`config.mk`:
```
export PLATFORM = sky130hd
export DESIGN_NAME = pc_redirect_unit
export DESIGN_NICKNAME = d
export VERILOG_FILES = /design/src/rtl/pc_redirect_unit.sv
export SDC_FILE = /design/constraint.sdc
export NUM_CORES = 1
export LEC_CHECK = 0
export CAP_MARGIN = 20
export CORE_UTILIZATION = 45
export DETAILED_ROUTE_END_ITERATION = 8
export PLACE_DENSITY_LB_ADDON = 0.08
export RECOVER_POWER = 50
export SYNTH_ARGS = -nofsm -noshare
export SYNTH_HDL_FRONTEND = slang
export SYNTH_SLANG_ARGS = --single-unit
export TNS_END_PERCENT = 10
```
`constraint.sdc`:
```
create_clock -name clk -period 7.3 [get_ports clk]
set_clock_uncertainty 0.15 [all_clocks]
set_input_delay 0.73 -clock clk [delete_from_list [all_inputs] [get_ports clk]]
set_output_delay 0.73 -clock clk [all_outputs]
set_load 0.005 [all_outputs]
```
`src/rtl/pc_redirect_unit.sv`:
```
// Fetch PC generator: sequential +4 advance with branch/J/JR redirects resolved in execute.
// Latency: redirect target appears on pc_o one cycle after the request (after the delay slot when DELAY_SLOT_EN is defined).
// Backpressure: stall_i holds the sequential advance; a redirect overrides the stall; misaligned JR parks the unit until rst.
module pc_redirect_unit #(
    parameter int                ADDR_W   = 32,
    parameter logic [ADDR_W-1:0] RESET_PC = 32'h0000_3000
) (
    input  logic              clk,
    input  logic              rst,
    input  logic              stall_i,
    input  logic              br_req_i,
    input  logic              br_taken_i,
    input  logic              j_req_i,
    input  logic              jr_req_i,
    input  logic [31:0]       ex_instr_i,
    input  logic [ADDR_W-1:0] ex_pc_i,
    input  logic [ADDR_W-1:0] jr_target_i,
    output logic [ADDR_W-1:0] pc_o,
    output logic [ADDR_W-1:0] pc_plus4_o,
    output logic              fetch_valid_o,
    output logic              flush_o,
    output logic              misalign_o
);

    typedef enum logic {RUN, HALT} state_t;

    state_t            state, state_nxt;
    logic [ADDR_W-1:0] pc, pc_nxt;
    logic              misalign, misalign_nxt;
    logic              flush;

    logic [ADDR_W-1:0] seq_pc, br_target, j_target, target;
    logic              redir_any, bad_jr;
    logic              unused_opcode;

`ifdef DELAY_SLOT_EN
    // Pending redirect: target waits until the delay-slot advance has happened.
    logic              pend_vld, pend_vld_nxt;
    logic [ADDR_W-1:0] pend_tgt, pend_tgt_nxt;
    logic              slot_done, slot_done_nxt;
`endif

    // Opcode/funct bits are decoded upstream; only offsets and indices matter here.
    assign unused_opcode = ^ex_instr_i[31:26];

    // Target arithmetic; carries out of ADDR_W are dropped by the adder width.
    always_comb begin
        seq_pc    = ex_pc_i + ADDR_W'(4);
        br_target = seq_pc + {{(ADDR_W-18){ex_instr_i[15]}}, ex_instr_i[15:0], 2'b00};
        j_target  = {seq_pc[ADDR_W-1:28], ex_instr_i[25:0], 2'b00};
        redir_any = jr_req_i | j_req_i | (br_req_i & br_taken_i);
        bad_jr    = jr_req_i & (jr_target_i[1:0] != 2'b00);
        if (jr_req_i)     target = jr_target_i;
        else if (j_req_i) target = j_target;
        else              target = br_target;
    end

    // Next-state, next-PC and flush decision.
    always_comb begin
        state_nxt    = state;
        pc_nxt       = pc;
        misalign_nxt = misalign;
        flush        = 1'b0;
`ifdef DELAY_SLOT_EN
        pend_vld_nxt  = pend_vld;
        pend_tgt_nxt  = pend_tgt;
        slot_done_nxt = slot_done;
`endif
        case (state)
            RUN: begin
`ifdef DELAY_SLOT_EN
                if (pend_vld) begin
                    // Requests arriving while a redirect is pending are dropped.
                    if (!stall_i) begin
                        if (slot_done) begin
                            pc_nxt       = pend_tgt;
                            pend_vld_nxt = 1'b0;
                        end else begin
                            pc_nxt        = pc + ADDR_W'(4);
                            slot_done_nxt = 1'b1;
                        end
                    end
                end else if (bad_jr) begin
                    state_nxt    = HALT;
                    misalign_nxt = 1'b1;
                end else if (redir_any) begin
                    pend_vld_nxt  = 1'b1;
                    pend_tgt_nxt  = target;
                    slot_done_nxt = !stall_i;
                    if (!stall_i) pc_nxt = pc + ADDR_W'(4);
                end else if (!stall_i) begin
                    pc_nxt = pc + ADDR_W'(4);
                end
`else
                if (bad_jr) begin
                    state_nxt    = HALT;
                    misalign_nxt = 1'b1;
                end else if (redir_any) begin
                    pc_nxt = target;
                    flush  = 1'b1;
                end else if (!stall_i) begin
                    pc_nxt = pc + ADDR_W'(4);
                end
`endif
            end
            default: begin
                // HALT: frozen until reset.
            end
        endcase
    end

    // State and PC registers.
    always_ff @(posedge clk or posedge rst) begin
        if (rst) begin
            state    <= RUN;
            pc       <= RESET_PC;
            misalign <= 1'b0;
`ifdef DELAY_SLOT_EN
            pend_vld  <= 1'b0;
            pend_tgt  <= '0;
            slot_done <= 1'b0;
`endif
        end else begin
            state    <= state_nxt;
            pc       <= pc_nxt;
            misalign <= misalign_nxt;
`ifdef DELAY_SLOT_EN
            pend_vld  <= pend_vld_nxt;
            pend_tgt  <= pend_tgt_nxt;
            slot_done <= slot_done_nxt;
`endif
        end
    end

    assign pc_o          = pc;
    assign pc_plus4_o    = pc + ADDR_W'(4);
    assign fetch_valid_o = (state == RUN);
    assign flush_o       = flush & ~rst;
    assign misalign_o    = misalign;

endmodule
```
==> results of run 1 <==
[logic make-up (layout without fill, tap and decap cells)]
| group | after synthesis | after routing | synth area share [%] |
|---|---|---|---|
| mux | 9 | 9 | 1.95 |
| compound gates | 218 | 218 | 30.5 |
| buf+inv | 47 | 196 | 3.83 |
| fa+ha+maj | 37 | 37 | 9.41 |
| flops | 34 | 34 | 17.1 |
| simple gates | 243 | 243 | 23.9 |
| xor+xnor | 76 | 76 | 13.3 |
[final timing paths]
check                           startpoint                     end  slack [ns]
setup reg to reg           state$_DFF_PP0_    pc_o[28]$_DFFE_PP0P_        4.30
min in group asynchronous              rst    pc_o[20]$_DFFE_PP0P_        1.43
hold / removal             state$_DFF_PP0_  misalign_o$_DFFE_PP0P_        0.31
max in group asynchronous              rst    pc_o[10]$_DFFE_PP0P_        4.49
hold reg to reg            state$_DFF_PP0_  misalign_o$_DFFE_PP0P_        0.31
setup / recovery                  jr_req_i                 flush_o        2.21
[area by class of cell]
cell class	instances	area [sq um]	area share, %
Tap cell	140	175	2.57
Timing Repair Buffer	169	1670	24.5
Clock buffer	7	86.3	1.27
Clock inverter	1	5.00	0.0734
Multi-Input combinational cell	583	3960	58.0
Inverter	19	71.3	1.05
Sequential cell	34	853	12.5
[synthesized netlist by cell type, drive strengths merged, types with 3 or more instances]
master and instances:
or3 4, o211ai 11, mux2 3, xnor2 51, inv 18, buf 8
o22ai 8, o311ai 3, a211oi 10, o21bai 7, nor2 53, and3 21
nand3 41, o21ai 53, nor3 18, xor2 25, a22oi 6, nor2b 3
a221o 5, a221oi 5, a21oi 53, a21o 21, mux2i 6, dfrtp 32
and2 5, nand4 13, clkbuf 20, a31oi 11, nand2 70, o31ai 7
nand2b 5, ha 36, and4 5
[metal layers]
metal / vias up / global-route usage, % / part of all wire, %
li1: 2760 / - / -
met4: 0 / 6.75 / 1.5
met1: 2610 / 35.5 / 44
met5: - / 0 / 0
met2: 251 / 47.2 / 47
met3: 20 / 4.48 / 7.8
[sequential cells by signal, indices dropped and copies added (netlist names)]
register and flops:
pc_o 32, misalign_o 1, state 1
[power by group through the flow]
stage               logic (mW)  clock network, mW  registers, mW
detailed placement       0.299                  0          0.192
CTS                      0.301              0.148          0.189
global placement         0.293                  0          0.192
floorplan                0.189                  0          0.192
finish                   0.303              0.147          0.189
global route             0.329              0.159          0.189
[metrics by stage]
| step | utilization, % | instances |
|---|---|---|
| floorplan | - | 664 |
| global placement | 62.1 | 945 |
| detailed placement | 62.1 | 945 |
| CTS | 62.9 | 953 |
| global route | 62.9 | 953 |
| finish | 62.9 | 953 |
==> flow_metrics.env, run 1 <==
export IMPL_final_area_sq_um=6820
export IMPL_place_congestion=0.907
export IMPL_cp_data_required_time_ns=6.42
export IMPL_max_stage_delay_ns=0.99
export IMPL_drive_gt1_share_pct=4.55
export IMPL_placed_area_sq_um=6730
export IMPL_nets=952
export IMPL_yosysTopAreaCell="dfrtp_1"
export IMPL_htree_levels=2
export IMPL_peakVddDrop_v=0.0000543
export IMPL_crit_buf_inv=4
export IMPL_totalWireLength_microns=16300
export IMPL_status="complete, but fails checks"
export IMPL_via_per_inst=5.92
export IMPL_fillers=996
export IMPL_synth_nets=804
export IMPL_numClockSinks=34
export IMPL_crit_family="buffers and inverters"
export IMPL_finalWorstSetupSlack_ns=2.21
export IMPL_crit_fanout=29
export IMPL_ctsHoldBuffers=0
export IMPL_portBuffers=163
export IMPL_hold_slack_ns=0.310
export IMPL_cts_buffers=5
export IMPL_synth_flop_cell="dfrtp_1"
export IMPL_fin_total_pwr_uw=640
export IMPL_ctsRootBufferMaster="clkbuf_8"
export IMPL_grt_antenna_before_repair=0
export IMPL_clock_path_buffers=2
export IMPL_rows=38
export IMPL_comb_power_share_pct=47.4
export IMPL_drt_pass1_iterations=7
export IMPL_period_needed_ns=5.09
export IMPL_cp_slowest_cell="clkbuf_1"
export IMPL_pre_cts_ws_ns=2.36
export IMPL_synth_avg_cell_area_sq_um=7.53
export IMPL_start_util_pct=46.1
export IMPL_hold_depth=1
export IMPL_synth_distinct_cells=75
export IMPL_yosysTopAreaCellShare_pct=16.0
export IMPL_netlist_top_cells_area="dfrtp_1, ha_1, xnor2_1, nand2_1, a21oi_1"
export IMPL_final_cell_mix="clkdlybuf4s50_1, nand2_1, nor2_1"
export IMPL_violations="DRC, capacitance limit, slew limit"
export IMPL_hpwl_microns=13000
export IMPL_hp_class="flip-flop to flip-flop"
export IMPL_synth_async_reset_ratio_pct=100
export IMPL_insertion_delay_ns=0.29
export IMPL_reg2reg_depth=8
export IMPL_yosysWarnings=0
export IMPL_worstPathArrival_ns=4.21
export IMPL_finalSetupTns_ns=0
export IMPL_vias=5641
export IMPL_p_int_uw=405
export IMPL_switchingPower_uw=234
export IMPL_slew_headroom_pct=-25.3
export IMPL_die_y_microns=107
export IMPL_pin_count=170
export IMPL_fmax_ghz=0.197
export IMPL_p_seq_share_pct=29.5
export IMPL_fin_crit_sh_pct=69.7
export IMPL_worstMarginPinSlew_ns=1.88
export IMPL_path_cells="clkdlybuf4s50_1 -> clkbuf_1 -> nor2_1 -> nand2_1 -> buf_4 -> nand2_1 -> nor2_1 -> clkdlybuf4s50_1"
export IMPL_grt_pass1_vias=5097
export IMPL_syn_inst=664
export IMPL_clk_pin_slew_ns=0.08
export IMPL_antenna_cells=0
export IMPL_drc=2
export IMPL_postCtsSetupRepairBufs=0
export IMPL_syn_area_sq_um=5000
export IMPL_final_common_cell="clkdlybuf4s50_1"
export IMPL_path_class="primary input to output port"
export IMPL_synth_edf_count=0
export IMPL_grt_use_total_pct=27.4
export IMPL_maxCapViolCount=1
export IMPL_cts_resized=0
export IMPL_grt_setup_unrepaired="false"
export IMPL_pwr_density_cell_nw_per_um2=93.8
export IMPL_synth_seq_cells=34
export IMPL_cts_tree="done"
export IMPL_core_area_sq_um=10800
export IMPL_crit_path_start_kind="primary input"
export IMPL_power_frac_clock_pct=23.1
export IMPL_synth_seq_area_share_pct=17.1
export IMPL_die_x_microns=107
export IMPL_leakage_nw=2.87
export IMPL_drtIter0Drc=313
export IMPL_wire_per_inst_microns=17.1
export IMPL_sw_frac_of_total_pct=36.6
export IMPL_area_growth_pct=36.3
export IMPL_postRouteAntennaNets=0
export IMPL_die_area_sq_um=11500
export IMPL_cp_depth=8
export IMPL_grt_pass1_wl_microns=25000
export IMPL_critPathCaptureType="output port"
export IMPL_grt_start_max_net_pins=47
export IMPL_gr_total_overflow=0
export IMPL_finalHoldViolCount=0
export IMPL_setup_viol=0
export IMPL_finalMaxSlewViolations=35
Note: power is estimated with default switching activity, not from simulation.
==> inputs of run 2 (changes only) <==
==> constraint.sdc (replaced) <==
create_clock -name clk -period 4.9 [get_ports clk]
set_clock_uncertainty 0.15 [all_clocks]
set_input_delay 0.49 -clock clk [delete_from_list [all_inputs] [get_ports clk]]
set_output_delay 0.49 -clock clk [all_outputs]
set_load 0.005 [all_outputs]
==> flow_metrics.env, run 2 (same netlist as run 1, synthesis figures left out) <==
export IMPL_gr_total_overflow=0
export IMPL_finalSetupTns_ns=0
export IMPL_drive_gt1_share_pct=5.26
export IMPL_min_from="state$_DFF_PP0_"
export IMPL_cts_resized=0
export IMPL_rrSetupSlack_ns=2.02
export IMPL_setup_viol=0
export IMPL_fin_crit_sh_pct=87.1
export IMPL_rows=38
export IMPL_die_y_microns=107
export IMPL_die_area_sq_um=11500
export IMPL_portBuffers=163
export IMPL_antenna_cells=0
export IMPL_period_needed_ns=4.27
export IMPL_die_x_microns=107
export IMPL_grt_use_total_pct=28.8
export IMPL_worstPathArrival_ns=3.63
export IMPL_crit_path_start_kind="primary input"
export IMPL_grt_pass1_wl_microns=26300
export IMPL_drt_pass1_iterations=7
export IMPL_area_growth_pct=37.1
export IMPL_postRouteAntennaNets=0
export IMPL_cts_buffers=5
export IMPL_worstMarginPinSlew_ns=1.95
export IMPL_pin_count=170
export IMPL_hold_depth=1
export IMPL_reg2reg_depth=8
export IMPL_vias=5701
export IMPL_placed_area_sq_um=6770
export IMPL_slew_headroom_pct=-29.8
export IMPL_numClockSinks=34
export IMPL_cp_data_required_time_ns=4.26
export IMPL_largest_reg_flops=32
export IMPL_maxCapViolCount=1
export IMPL_max_stage_delay_ns=0.99
export IMPL_critPathCaptureType="output port"
export IMPL_wire_per_inst_microns=17.3
export IMPL_drtIter0Drc=325
export IMPL_nets=957
export IMPL_ctsRootBufferMaster="clkbuf_8"
export IMPL_core_area_sq_um=10800
export IMPL_cp_slowest_cell="clkbuf_1"
export IMPL_hpwl_microns=13400
export IMPL_crit_fanout=28
export IMPL_fmax_ghz=0.234
export IMPL_worstReg2RegStart="state$_DFF_PP0_"
export IMPL_leakage_nw=2.90
export IMPL_final_cell_mix="clkdlybuf4s50_1, nand2_1, nor2_1"
export IMPL_ctsHoldBuffers=0
export IMPL_grt_antenna_before_repair=0
export IMPL_place_congestion=0.938
export IMPL_path_class="primary input to output port"
export IMPL_drc=2
export IMPL_final_common_cell="clkdlybuf4s50_1"
export IMPL_clk_pin_slew_ns=0.08
export IMPL_instances_no_fill=958
export IMPL_worstReg2RegEnd="pc_o[27]$_DFFE_PP0P_"
export IMPL_pwr_density_cell_nw_per_um2=141
export IMPL_via_per_inst=5.95
export IMPL_path_cells="clkdlybuf4s50_1 -> clkbuf_1 -> o21ai_0 -> and2_1 -> nand2_1 -> nor2_1 -> clkdlybuf4s50_1"
export IMPL_insertion_delay_ns=0.30
export IMPL_finalHoldViolCount=0
export IMPL_violations="DRC, capacitance limit, slew limit"
export IMPL_cpMostUsedCell="clkdlybuf4s50_1"
export IMPL_htree_levels=2
export IMPL_grt_pass1_vias=5316
export IMPL_finalMaxSlewViolations=35
export IMPL_hold_end="misalign_o$_DFFE_PP0P_"
export IMPL_clock_path_buffers=2
export IMPL_totalWireLength_microns=16600
export IMPL_start_util_pct=46.1
export IMPL_postCtsSetupRepairBufs=0
export IMPL_dp_cells=950
export IMPL_grt_start_max_net_pins=46
export IMPL_status="complete, but fails checks"
export IMPL_cts_tree="done"
export IMPL_peakVddDrop_v=0.000104
export IMPL_final_area_sq_um=6860
export IMPL_hp_class="flip-flop to flip-flop"
export IMPL_grt_setup_unrepaired="false"
-- run 2: changes by cell type in the layout (fill, tap and decap cells not counted), sizes merged --
cell      delta
clkbuf       -1
buf          +5
clkinvlp     +1
-- run 2: area by class of cell --
cell class,count,area (sq um)
timing repair buffer,174,1710
fill,971,3980
clock inverter,2,12.5
multi-input combinational,583,3960
sequential,34,853
clock buffer,6,82.6
tap,140,175
inverter,19,71.3
-- run 2: report_power, final --
group	switching (mW)	internal, mW	total [mW]
clock network	0.114	0.113	0.227
registers	0.000226	0.281	0.281
logic	0.246	0.210	0.456
total	0.360	0.605	0.964
-- run 2: metal layers --
layer | global-route usage, % | vias up | part of all wire (%) | wire length, microns
li1 | - | 2767 | - | -
met1 | 38.5 | 2645 | 44 | 7340
met2 | 49.4 | 264 | 47 | 7810
met3 | 2.85 | 25 | 7.1 | 1180
met4 | 7.53 | 0 | 1.8 | 291
met5 | 0 | - | 0 | 0
-- run 2: how the worst max path moves through the flow --
stage                     startpoint                    to  slack (ns)
after floorplan           ex_pc_i[5]  pc_o[31]$_DFFE_PP0P_        1.27
after global placement    ex_pc_i[4]  pc_o[31]$_DFFE_PP0P_        0.45
after detailed placement  ex_pc_i[4]  pc_o[31]$_DFFE_PP0P_        0.37
after CTS                 ex_pc_i[4]  pc_o[31]$_DFFE_PP0P_        0.66
after global routing        jr_req_i               flush_o        0.38
final                       jr_req_i               flush_o        0.63
-- run 2: per-stage QoR --
step                      util, %  hold slack, ns  total power, mW  worst slack, ns
after global routing         63.3           0.349             1.02            0.384
after floorplan                 -           0.280            0.568             1.27
final                        63.3           0.325            0.964            0.632
after CTS                    63.3           0.317            0.962            0.664
after detailed placement     62.4           0.308            0.736            0.371
after global placement       62.4           0.295            0.724            0.445
-- run 2: critical path, delay by kind of cell --
family / cells / cell delay, ns
and+or+nand+nor: 3 / 0.89
buffers and inverters: 3 / 1.91
AOI/OAI and AO/OA: 1 / 0.33
==> inputs of run 3 (changes only) <==
--- a/config.mk
+++ b/config.mk
@@ -5,8 +5,9 @@
 export SDC_FILE = /design/constraint.sdc
 export NUM_CORES = 1
 export LEC_CHECK = 0
-export CAP_MARGIN = 20
-export CORE_UTILIZATION = 45
+export CELL_PAD_IN_SITES_DETAIL_PLACEMENT = 1
+export CELL_PAD_IN_SITES_GLOBAL_PLACEMENT = 2
+export CORE_UTILIZATION = 26
 export DETAILED_ROUTE_END_ITERATION = 8
 export PLACE_DENSITY_LB_ADDON = 0.08
 export RECOVER_POWER = 50
==> flow_metrics.env, run 3 (same netlist as run 1, synthesis figures left out) <==
export IMPL_crit_start="ex_pc_i[4]"
export IMPL_cp_data_required_time_ns=4.95
export IMPL_pwr_density_cell_nw_per_um2=158
export IMPL_maxCapViolCount=1
export IMPL_clock_path_buffers=2
export IMPL_gr_total_overflow=0
export IMPL_area_growth_pct=41.2
export IMPL_clk_pin_slew_ns=0.06
export IMPL_largest_reg_flops=32
export IMPL_ctsRootBufferMaster="clkbuf_16"
export IMPL_hpwl_microns=16800
export IMPL_drive_gt1_share_pct=5.37
export IMPL_final_common_cell="clkdlybuf4s50_1"
export IMPL_pre_cts_ws_ns=0.204
export IMPL_die_area_sq_um=19800
export IMPL_violations="capacitance limit, slew limit"
export IMPL_die_x_microns=141
export IMPL_grt_setup_unrepaired="false"
export IMPL_final_area_sq_um=7060
export IMPL_die_y_microns=141
export IMPL_totalWireLength_microns=20400
export IMPL_wire_per_inst_microns=19.3
export IMPL_slew_headroom_pct=-43.0
export IMPL_path_cells="clkdlybuf4s50_1 -> and3_1 -> and4_1 -> nand3_1 -> or2_1 -> inv_1 -> nand2_1 -> xnor2_1 -> ha_1 -> a21o_1 -> a21o_1 -> a21oi_1 -> nand2_1 -> o31ai_4 -> o2111ai_2 -> xnor2_1 -> or3_1 -> a31oi_1"
export IMPL_drc=0
export IMPL_finalHoldViolCount=0
export IMPL_period_needed_ns=4.37
export IMPL_cts_tree="done"
export IMPL_postCtsSetupRepairBufs=0
export IMPL_final_cell_mix="clkdlybuf4s50_1, nand2_1, nor2_1"
export IMPL_start_util_pct=26.6
export IMPL_fmax_ghz=0.229
export IMPL_setup_viol=0
export IMPL_max_stage_delay_ns=0.53
export IMPL_finalWorstSetupSlack_ns=0.535
export IMPL_worstReg2RegStart="state$_DFF_PP0_"
export IMPL_critPathCaptureType="flip-flop"
export IMPL_antenna_cells=0
export IMPL_cts_resized=0
export IMPL_finalMaxSlewViolations=35
export IMPL_grt_start_max_net_pins=46
export IMPL_ctsHoldBuffers=0
export IMPL_vias=5544
export IMPL_fin_util_pct=37.6
export IMPL_worstPathArrival_ns=4.42
export IMPL_hp_class="flip-flop to flip-flop"
export IMPL_crit_path_start_kind="primary input"
export IMPL_core_area_sq_um=18800
export IMPL_status="complete, but fails checks"
export IMPL_grt_antenna_before_repair=0
export IMPL_cts_buffers=5
export IMPL_peakVddDrop_v=0.000119
export IMPL_drt_pass1_iterations=6
export IMPL_portBuffers=163
export IMPL_fin_crit_sh_pct=89.1
export IMPL_worstMarginPinSlew_ns=2.15
export IMPL_grt_pass1_vias=5684
export IMPL_pin_count=170
export IMPL_path_class="primary input to flip-flop"
export IMPL_htree_levels=2
export IMPL_crit_fanout=5
export IMPL_min_from="state$_DFF_PP0_"
export IMPL_postRouteAntennaNets=0
export IMPL_cp_slowest_cell="clkdlybuf4s50_1"
export IMPL_grt_use_total_pct=20.7
export IMPL_drtIter0Drc=279
export IMPL_nets=959
export IMPL_finalSetupTns_ns=0
export IMPL_grt_pass1_wl_microns=32000
export IMPL_rows=50
export IMPL_leakage_nw=2.94
export IMPL_insertion_delay_ns=0.29
export IMPL_place_congestion=0.820
export IMPL_numClockSinks=34
export IMPL_placed_area_sq_um=6900
export IMPL_via_per_inst=5.26
-- run 3: through the flow --
| stage | total power, mW | hold slack, ns | cells |
|---|---|---|---|
| 2_1_floorplan | 0.568 | 0.280 | 664 |
| 3_3_place_gp | 0.750 | 0.290 | 1046 |
| 3_5_place_dp | 0.761 | 0.303 | 1046 |
| 4_1_cts | 1.13 | 0.308 | 1054 |
| 5_1_grt | 1.18 | 0.332 | 1054 |
| 6_report | 1.12 | 0.305 | 1054 |
-- run 3: final cells by class --
| class | instances | area (sq um) |
|---|---|---|
| clock buffer | 7 | 133 |
| clock inverter | 1 | 30.0 |
| fill | 2273 | 11700 |
| inverter | 19 | 71.3 |
| multi-input combinational | 583 | 3960 |
| sequential | 34 | 853 |
| tap | 234 | 293 |
| timing repair buffer | 176 | 1730 |
-- run 3: where the power goes --
group	internal (mW)	switching (mW)
combinational	0.212	0.261
sequential	0.282	0.000231
clock	0.240	0.123
-- run 3: worst paths after layout --
path	end	slack, ns	depth (start not counted)
min in group asynchronous	pc_o[17]$_DFFE_PP0P_	1.31	3
worst max-delay path	pc_o[31]$_DFFE_PP0P_	0.53	18
max in group asynchronous	pc_o[23]$_DFFE_PP0P_	2.05	3
worst max register to register	pc_o[28]$_DFFE_PP0P_	2.04	8
worst min-delay path	misalign_o$_DFFE_PP0P_	0.31	1
worst min register to register	misalign_o$_DFFE_PP0P_	0.31	1
-- run 3: routing by layer --
metal  up-vias  track usage, %  part of all wire [%]
met3        11            1.46                   3.3
met1      2644            28.2                    48
met5         -               0                     0
met2       115            35.7                    47
li1       2774               -                     -
met4         0            4.29                   1.0
-- run 3: worst max-delay path: cells and delay by family --
family | cells | cell delay [ns]
buffers and inverters | 2 | 0.64
adders and majority gates | 1 | 0.23
xor gates and xnor gates | 2 | 0.31
and+or+nand+nor | 7 | 1.58
AOI/OAI and AO/OA | 6 | 1.15
